[src/rtl/sseg_num_display.sv]
// rtl/sseg_num_display.sv - registered signed-decimal/hex formatter for DIGITS 7-segment displays
// Optional feature macro: SSEG_LZ_BLANK_EN (leading-zero blanking with floating minus sign).
module sseg_num_display #(
    parameter int WIDTH  = 8,
    parameter int DIGITS = 4
) (
    input  logic                  clk,
    input  logic                  rst_n,
    input  logic                  load,
    input  logic [WIDTH-1:0]      x,
    input  logic                  mode,
    input  logic                  enable,
    output logic                  busy,
    output logic                  done,
    output logic                  overflow,
    output logic [7*DIGITS-1:0]   segs
);
    // BCD width covers every WIDTH-bit magnitude; always wide enough for the hex nibbles too
    localparam int ND = (WIDTH + 4) / 3;
    localparam int NP = (ND > DIGITS) ? ND : DIGITS;

    localparam logic [1:0] S_IDLE = 2'd0;
    localparam logic [1:0] S_CONV = 2'd1;
    localparam logic [1:0] S_FMT  = 2'd2;

    localparam logic [6:0] G_DASH  = 7'h3F;
    localparam logic [6:0] G_BLANK = 7'h7F;

    logic [1:0]           state;
    logic [WIDTH-1:0]     bin;
    logic [WIDTH-1:0]     mag;
    logic [4*ND-1:0]      bcd;
    logic [4*ND-1:0]      adj;
    logic [4*ND-1:0]      bcd_step;
    logic [4:0]           cnt;
    logic                 neg;
    logic [7*DIGITS-1:0]  res;
    logic [7*DIGITS-1:0]  fmt_res;
    logic                 ovf_r;
    logic                 fmt_ovf;
    logic                 done_r;
    logic [3:0]           dig [NP];
    logic [6:0]           g;
    int                   n;

    function automatic logic [6:0] glyph(input logic [3:0] d);
        case (d)
            4'h0: glyph = 7'h40;
            4'h1: glyph = 7'h79;
            4'h2: glyph = 7'h24;
            4'h3: glyph = 7'h30;
            4'h4: glyph = 7'h19;
            4'h5: glyph = 7'h12;
            4'h6: glyph = 7'h02;
            4'h7: glyph = 7'h78;
            4'h8: glyph = 7'h00;
            4'h9: glyph = 7'h10;
            4'hA: glyph = 7'h08;
            4'hB: glyph = 7'h03;
            4'hC: glyph = 7'h46;
            4'hD: glyph = 7'h21;
            4'hE: glyph = 7'h06;
            default: glyph = 7'h0E;
        endcase
    endfunction

    // -x in WIDTH bits, so the most negative value maps onto its own unsigned magnitude
    assign mag = x[WIDTH-1] ? (~x + WIDTH'(1)) : x;

    always_comb begin
        adj = bcd;
        for (int j = 0; j < ND; j++) begin
            if (adj[4*j +: 4] >= 4'd5) adj[4*j +: 4] = adj[4*j +: 4] + 4'd3;
        end
        bcd_step = {adj[4*ND-2:0], bin[WIDTH-1]};
    end

    always_comb begin
        for (int j = 0; j < NP; j++) dig[j] = 4'd0;
        for (int j = 0; j < ND; j++) dig[j] = bcd[4*j +: 4];
        n = 0;
        for (int j = 0; j < ND; j++) begin
            if (dig[j] != 4'd0) n = j;
        end
        fmt_ovf = (n >= DIGITS) || (neg && (n + 1 >= DIGITS));
        fmt_res = '1;
        g       = G_BLANK;
        for (int i = 0; i < DIGITS; i++) begin
`ifdef SSEG_LZ_BLANK_EN
            if (i <= n)                 g = glyph(dig[i]);
            else if (neg && i == n + 1) g = G_DASH;
            else                        g = G_BLANK;
`else
            g = glyph(dig[i]);
            if (neg && i == DIGITS - 1) g = G_DASH;
`endif
            if (fmt_ovf) g = G_DASH;
            fmt_res[7*i +: 7] = g;
        end
    end

    always_ff @(posedge clk or negedge rst_n) begin
        if (!rst_n) begin
            state  <= S_IDLE;
            bin    <= '0;
            bcd    <= '0;
            cnt    <= '0;
            neg    <= 1'b0;
            res    <= '1;
            ovf_r  <= 1'b0;
            done_r <= 1'b0;
        end else begin
            done_r <= 1'b0;
            case (state)
                S_IDLE: begin
                    if (load) begin
                        cnt <= '0;
                        if (mode) begin
                            bcd   <= (4*ND)'(x);
                            neg   <= 1'b0;
                            state <= S_FMT;
                        end else begin
                            bcd   <= '0;
                            bin   <= mag;
                            neg   <= x[WIDTH-1];
                            state <= S_CONV;
                        end
                    end
                end
                S_CONV: begin
                    bcd <= bcd_step;
                    bin <= {bin[WIDTH-2:0], 1'b0};
                    if (cnt == 5'(WIDTH - 1)) state <= S_FMT;
                    else                      cnt   <= cnt + 5'd1;
                end
                S_FMT: begin
                    res    <= fmt_res;
                    ovf_r  <= fmt_ovf;
                    done_r <= 1'b1;
                    state  <= S_IDLE;
                end
                default: state <= S_IDLE;
            endcase
        end
    end

    assign busy     = (state != S_IDLE);
    assign done     = done_r;
    assign overflow = ovf_r;
    assign segs     = enable ? res : '1;

endmodule

[config.mk]
export PLATFORM = sky130hd
export DESIGN_NAME = sseg_num_display
export DESIGN_NICKNAME = d
export VERILOG_FILES = /design/src/rtl/sseg_num_display.sv
export SDC_FILE = /design/constraint.sdc
export NUM_CORES = 1
export LEC_CHECK = 0
export CORE_MARGIN = 4
export CORE_UTILIZATION = 30
export DETAILED_ROUTE_END_ITERATION = 6
export PLACE_DENSITY_LB_ADDON = 0.1
export SLEW_MARGIN = 15
export SYNTH_ARGS = -nofsm -noshare
export SYNTH_HDL_FRONTEND = slang
export SYNTH_SLANG_ARGS = --single-unit
[constraint.sdc]
create_clock -name clk -period 1.9 [get_ports clk]
set_clock_uncertainty 0.1 [all_clocks]
set_input_delay 0.38 -clock clk [delete_from_list [all_inputs] [get_ports clk]]
set_output_delay 0.38 -clock clk [all_outputs]
set_load 0.01 [all_outputs]
; Yosys cells after proc, flatten, opt, wreduce, memory -nomap -nowiden
; Memory sizes are Yosys's and may differ from the RTL's.
; Index checks and enable logic that the tools add are counted.
[word_totals]
out_inout_bits = 31
rom_bits = 448
inputBits = 13
reg_bits = 62
n_memories = 4
[op_classes]
n_eq_ne = 7
bitwise = 1
n_lt_le_gt_ge = 6
reduce_logical = 13
addsub = 7
n_mux = 29
[memory_table]
columns = name, depth, width, rd, rd_ports_with_merged_regs, write_ports, line
row1 = (name not given), 16, 7, 1, 0, 0, 47  ; case (d)
row2 = (name not given), 16, 7, 1, 0, 0, 47
row3 = (name not given), 16, 7, 1, 0, 0, 47
row4 = (name not given), 16, 7, 1, 0, 0, 47
[ops]
columns = op, n
row1 = $ge 32x4->1 const B, 2
row2 = $mux 32, 2
row3 = $mux 7, 5
row4 = $add 32x2->32 const B, 1
row5 = $mux 8, 4
row6 = $pmux 16 s2, 1
row7 = $mux 28, 1
row8 = $ge 4x3->1 const B, 4
row9 = $mux 16, 1
row10 = $pmux 8 s2, 1
row11 = $add 4x2->4 const B, 3
row12 = $mux 4, 3
row13 = $reduce_bool 4->1, 3
row14 = $mux 5, 2
row15 = $pmux 5 s2, 1
row16 = $add 8x1->8 const B, 1
row17 = $ne 2x2->1 const B, 4
row18 = $not 8->8, 1
row19 = $mux 2, 3
row20 = $reduce_and 2->1, 3
row21 = $reduce_and 3->1, 2
row22 = $add 5x1->5 const B, 1
row23 = $eq 5x3->1 const B, 1
row24 = $pmux 2 s2, 1
row25 = 9 further kinds, 12

; Longest topological paths before layout
[logic_depth]
ltp_word = 9
ltp_mapped = 7
mapped_depth_nobuf = 6

; Worst setup path after synthesis
; Ideal clock, no wire load.
[synth_path]
path_type = register -> register
start = reg bcd[12]
end = reg res[17]
t_required_ns = 1.717
t_arrival_ns = 1.551
path_slack_ns = 0.166
path_stages_with_launch = 8
n_path_buf = 1
period_less_slack_ns = 1.734
cell_sequence = dfrtp_1 -> inv_1 -> ha_1 -> nand2b_1 -> o21ai_2 -> nand2_2 -> buf_6 -> o32a_1
[synth_via]
elab_chain_len = 7
elab_cells_between_ends = 8
cone_classes = add/sub: 1 / order compare: 2 / mux: 2 / reduce/logical: 3
[synth_lines]
columns = element, line
row1 = from (decl), 32  ; logic [4*ND-1:0] bcd;
row2 = from (signal assigned), 119  ; bcd <= (4*ND)'(x);
row3 = from (signal assigned), 131  ; bcd <= bcd_step;
row4 = $reduce_bool 4->1 (*), 83  ; if (dig[j] != 4'd0) n = j;
row5 = $mux 32 (*), 83
row6 = $add 32x2->32, 85  ; fmt_ovf = (n >= DIGITS) || (neg && (n + 1 >= DIGITS));
row7 = $ge 32x4->1, 85
row8 = $logic_and 1x1->1, 85
row9 = $logic_or 1x1->1 (*), 85
row10 = $mux 7 (*), 97  ; if (fmt_ovf) g = G_DASH;
row11 = to (signal assigned), 137  ; res <= fmt_res;
row12 = to (decl), 37  ; logic [7*DIGITS-1:0] res;
; Every way passes the cells marked *; elsewhere a longest branch is shown, timed or not.
; A chain may end at the register's enable or synchronous reset.

; Final worst setup path
[layout_path]
start = reg state[1]
end = out busy
[layout_via]
elab_chain_len = 1
[layout_lines]
columns = element, line
row1 = from (decl), 29  ; logic [1:0] state;
row2 = from (signal assigned), 104  ; state <= S_IDLE;
row3 = from (signal assigned), 121  ; state <= S_FMT;
row4 = from (signal assigned), 126  ; state <= S_CONV;
row5 = $reduce_bool 2->1, 147  ; assign busy = (state != S_IDLE);
row6 = to (decl), 13  ; output logic busy,
; Every way passes these cells.

==> impl_metrics.ini <==
[setup_path]
critPathMaxStageDelay_ps = 440
critPathArrivalTime_ps = 1340
cp-end-kind = output port
crit_chain = nor2_1, inv_1, dlygate4sd2_1
critPathKind = flop to output port
critPathRequiredTime_ps = 1420
path_max_fanout = 6
worstSetupStartpointType = flop
slowest_stage = dfrtp_2

[clock_tree]
tritoncts = yes
clk_pin_slew_worst_paths_ps = 50
clk_path_buf_depth = 2
clk_latency_ps = 340
cts_buffers = 9
post_cts_buffers = 0
root_buffer = clkbuf_16
h-tree-depth = 3
cts.sinks = 62

[sta]
setup-violations-final = 0
rsz0062_at_grt = no
maxSlewViolCount = 0
slew_headroom_pct = 61.0
fmaxAchievable_mhz = 550
fin_crit_ps = 1820
worst_pin_slew_ps = 585
fin_crit_sh_pct = 95.7
hold_violations = 0

[logic_synthesis]
syn-mean-instance-area_um2 = 9.22
synth_seq_cells = 62
synth.largest_area_cell = dfrtp_1
synthTopCellsByArea = dfrtp_1, dfstp_2, ha_1
yosys_warnings = 0
synth_cells = 452
netlist-cell-type-count = 56
synth_top_flop_cell = dfrtp_1
synth_top_cell_area_share_pct = 20.4
synthesis.nets = 496
synthArstFlopShare_pct = 100
synth-edff-count = 0
seq_area_frac_synth_pct = 38.1
syn_area_um2 = 4170

[finish]
antenna_cells = 0
finalNonFillerCells = 701
drive_gt1_share_pct = 19.2
fin_area_um2 = 5280
nNetsFinal = 564
finalCoreUtilization_pct = 39.4
area_delta_synth_final_pct = 26.8

[global_route]
busiest_layer = met2
grt_pass1_wl_um = 17800
met2_usage_pct = 22.5
grt_pass1_vias = 3569
antenna_found_initial = 0
grt_util_met1_pct = 17.7
grt_usage_pct = 13.7
grtUsageMet3_pct = 4.02
overflow = 0
grt_max_degree = 63

[detailed_routing]
drtIter0Drc = 177
wl_per_cell_um = 14.6
firstDrtPassIters = 4
vias_per_cell = 4.79
wirelength_um = 10300
via_count = 3361
postRouteAntennaNets = 0
drc_errors = 0

[pwr]
power_density_nw_per_um2 = 1590
seq_power_share_pct = 31.8
switching_share_pct = 38.9
ir_worst_vdd_uv = 565
comb_power_share_pct = 49.4
switchingPower_uw = 3260
cellLeakagePower_uw = 0.00225
clkPwrFrac_pct = 18.9
p_int_uw = 5120

[min_path]
hold_class = flop to flop

[placed_design]
gp_congestion = 0.764
dp_cells = 683
io_buffer_count = 43
place_hpwl_um = 7360
place_area_um2 = 4970

[die]
fp.dieArea_um2 = 15800
num_rows = 42
die_x_um = 126
core_um2 = 13400
die_y_um = 126
start_util_pct = 31.1
io_pins = 44

[run]
drv_cap = 0

[run_status]
outcome = finished clean
==> kinds of logic after synthesis <==
family	share of synthesized area [%]
compound gates	22.1
simple gates	17.0
flops	38.1
buf+inv	6.25
fa+ha+maj	9.31
mux	5.14
xor+xnor	2.10
==> cell usage in the layout, fill, tap and decap left out, types with 9 or more instances in the layout <==
cell type,n
nand2b_1,41
buf_4,40
nand2_1,38
o21ai_0,37
a21oi_1,34
dfrtp_1,32
ha_1,30
dlygate4sd2_1,30
dfstp_2,28
nor2_1,25
inv_1,21
mux2i_1,18
o22a_1,16
clkdlybuf4s50_1,12
clkbuf_16,9
==> flip-flops by register name, summed over array words and instances, names as in the netlist <==
name,cells
state,2
overflow,1
cnt,5
done,1
neg,1
bcd,16
bin,8
res,28
==> worst max-delay path: cells and delay by family (launching register included) <==
kind / cells / cell delay, ps
buffers and inverters: 2 / 410
flip-flops: 1 / 440
AND/OR/NAND/NOR: 1 / 150
==> final timing paths <==
path                           from  slack, ps      end  cells after the start
max                        state[1]         80     busy                      3
min                         res[13]        370  res[13]                      2
max reg2reg                 bcd[12]        130   res[9]                      7
min reg2reg                 res[13]        370  res[13]                      2
max in group asynchronous     rst_n        890  res[24]                      3
min in group asynchronous     rst_n        500   bin[1]                      3
==> area by class of cell <==
cell class | count | area, µm²
flip-flops and latches | 62 | 1590
clock buffers | 13 | 270
fillers | 1404 | 8120
well taps | 176 | 220
inverters | 22 | 83.8
repair buffers | 87 | 771
clock inverters | 3 | 17.5
multi-input cells | 338 | 2330
==> Yosys cell counts (2+ instances only) <==
cell type and count:
a21boi_0 3, mux2i_1 18, inv_1 21, nand3_1 8, nor3_1 2, a211oi_1 4, o22ai_1 4, buf_6 6
xor2_1 2, nand3b_1 3, o31ai_1 3, buf_2 15, dfstp_2 28, nand2_1 38, nor2b_1 4, ha_1 31
or3_1 4, clkbuf_1 9, o21ai_1 2, xnor2_1 8, o21a_1 4, o21ai_0 38, a31oi_1 4, dfrtp_1 34
a22o_1 3, a2111oi_0 2, nand2b_1 41, a221o_1 2, a221oi_1 2, a21o_1 3, a22oi_1 3, nor3b_1 4
a21oi_1 35, nor2_1 25, o32a_1 3, o22a_1 16
==> timing repair <==
item / in CTS / in global routing
hold buffers: 1 / 0
hold endpoints to repair: 34 / 0
endpoints found under the setup margin: 29 / 21
resized for setup: 31 / 6
gates cloned: 1 / 0
==> through the flow <==
step	hold WS [ps]	power (µW)	setup TNS (ps)	setup WS (ps)
5_1_grt	394	9150	0	4.73
4_1_cts	379	8500	0	1.54
6_report	369	8380	0	81.7
3_3_place_gp	327	6920	-5640	-204
3_5_place_dp	329	6970	-6230	-228
2_1_floorplan	-15.6	5480	0	166
==> power groups by stage <==
stage / logic, µW / clock network [µW] / registers [µW]
5_1_grt: 4670 / 1710 / 2780
6_report: 4140 / 1580 / 2660
2_1_floorplan: 3020 / 0 / 2460
3_5_place_dp: 4290 / 0 / 2680
4_1_cts: 4190 / 1640 / 2670
3_3_place_gp: 4250 / 0 / 2670
==> routing by layer <==
layer,vias to the layer above,routed length [µm]
li1,1730,-
met1,1584,5070
met2,40,4700
met3,7,390
met4,0,91
met5,-,0
(Power assumes the default switching activity.)
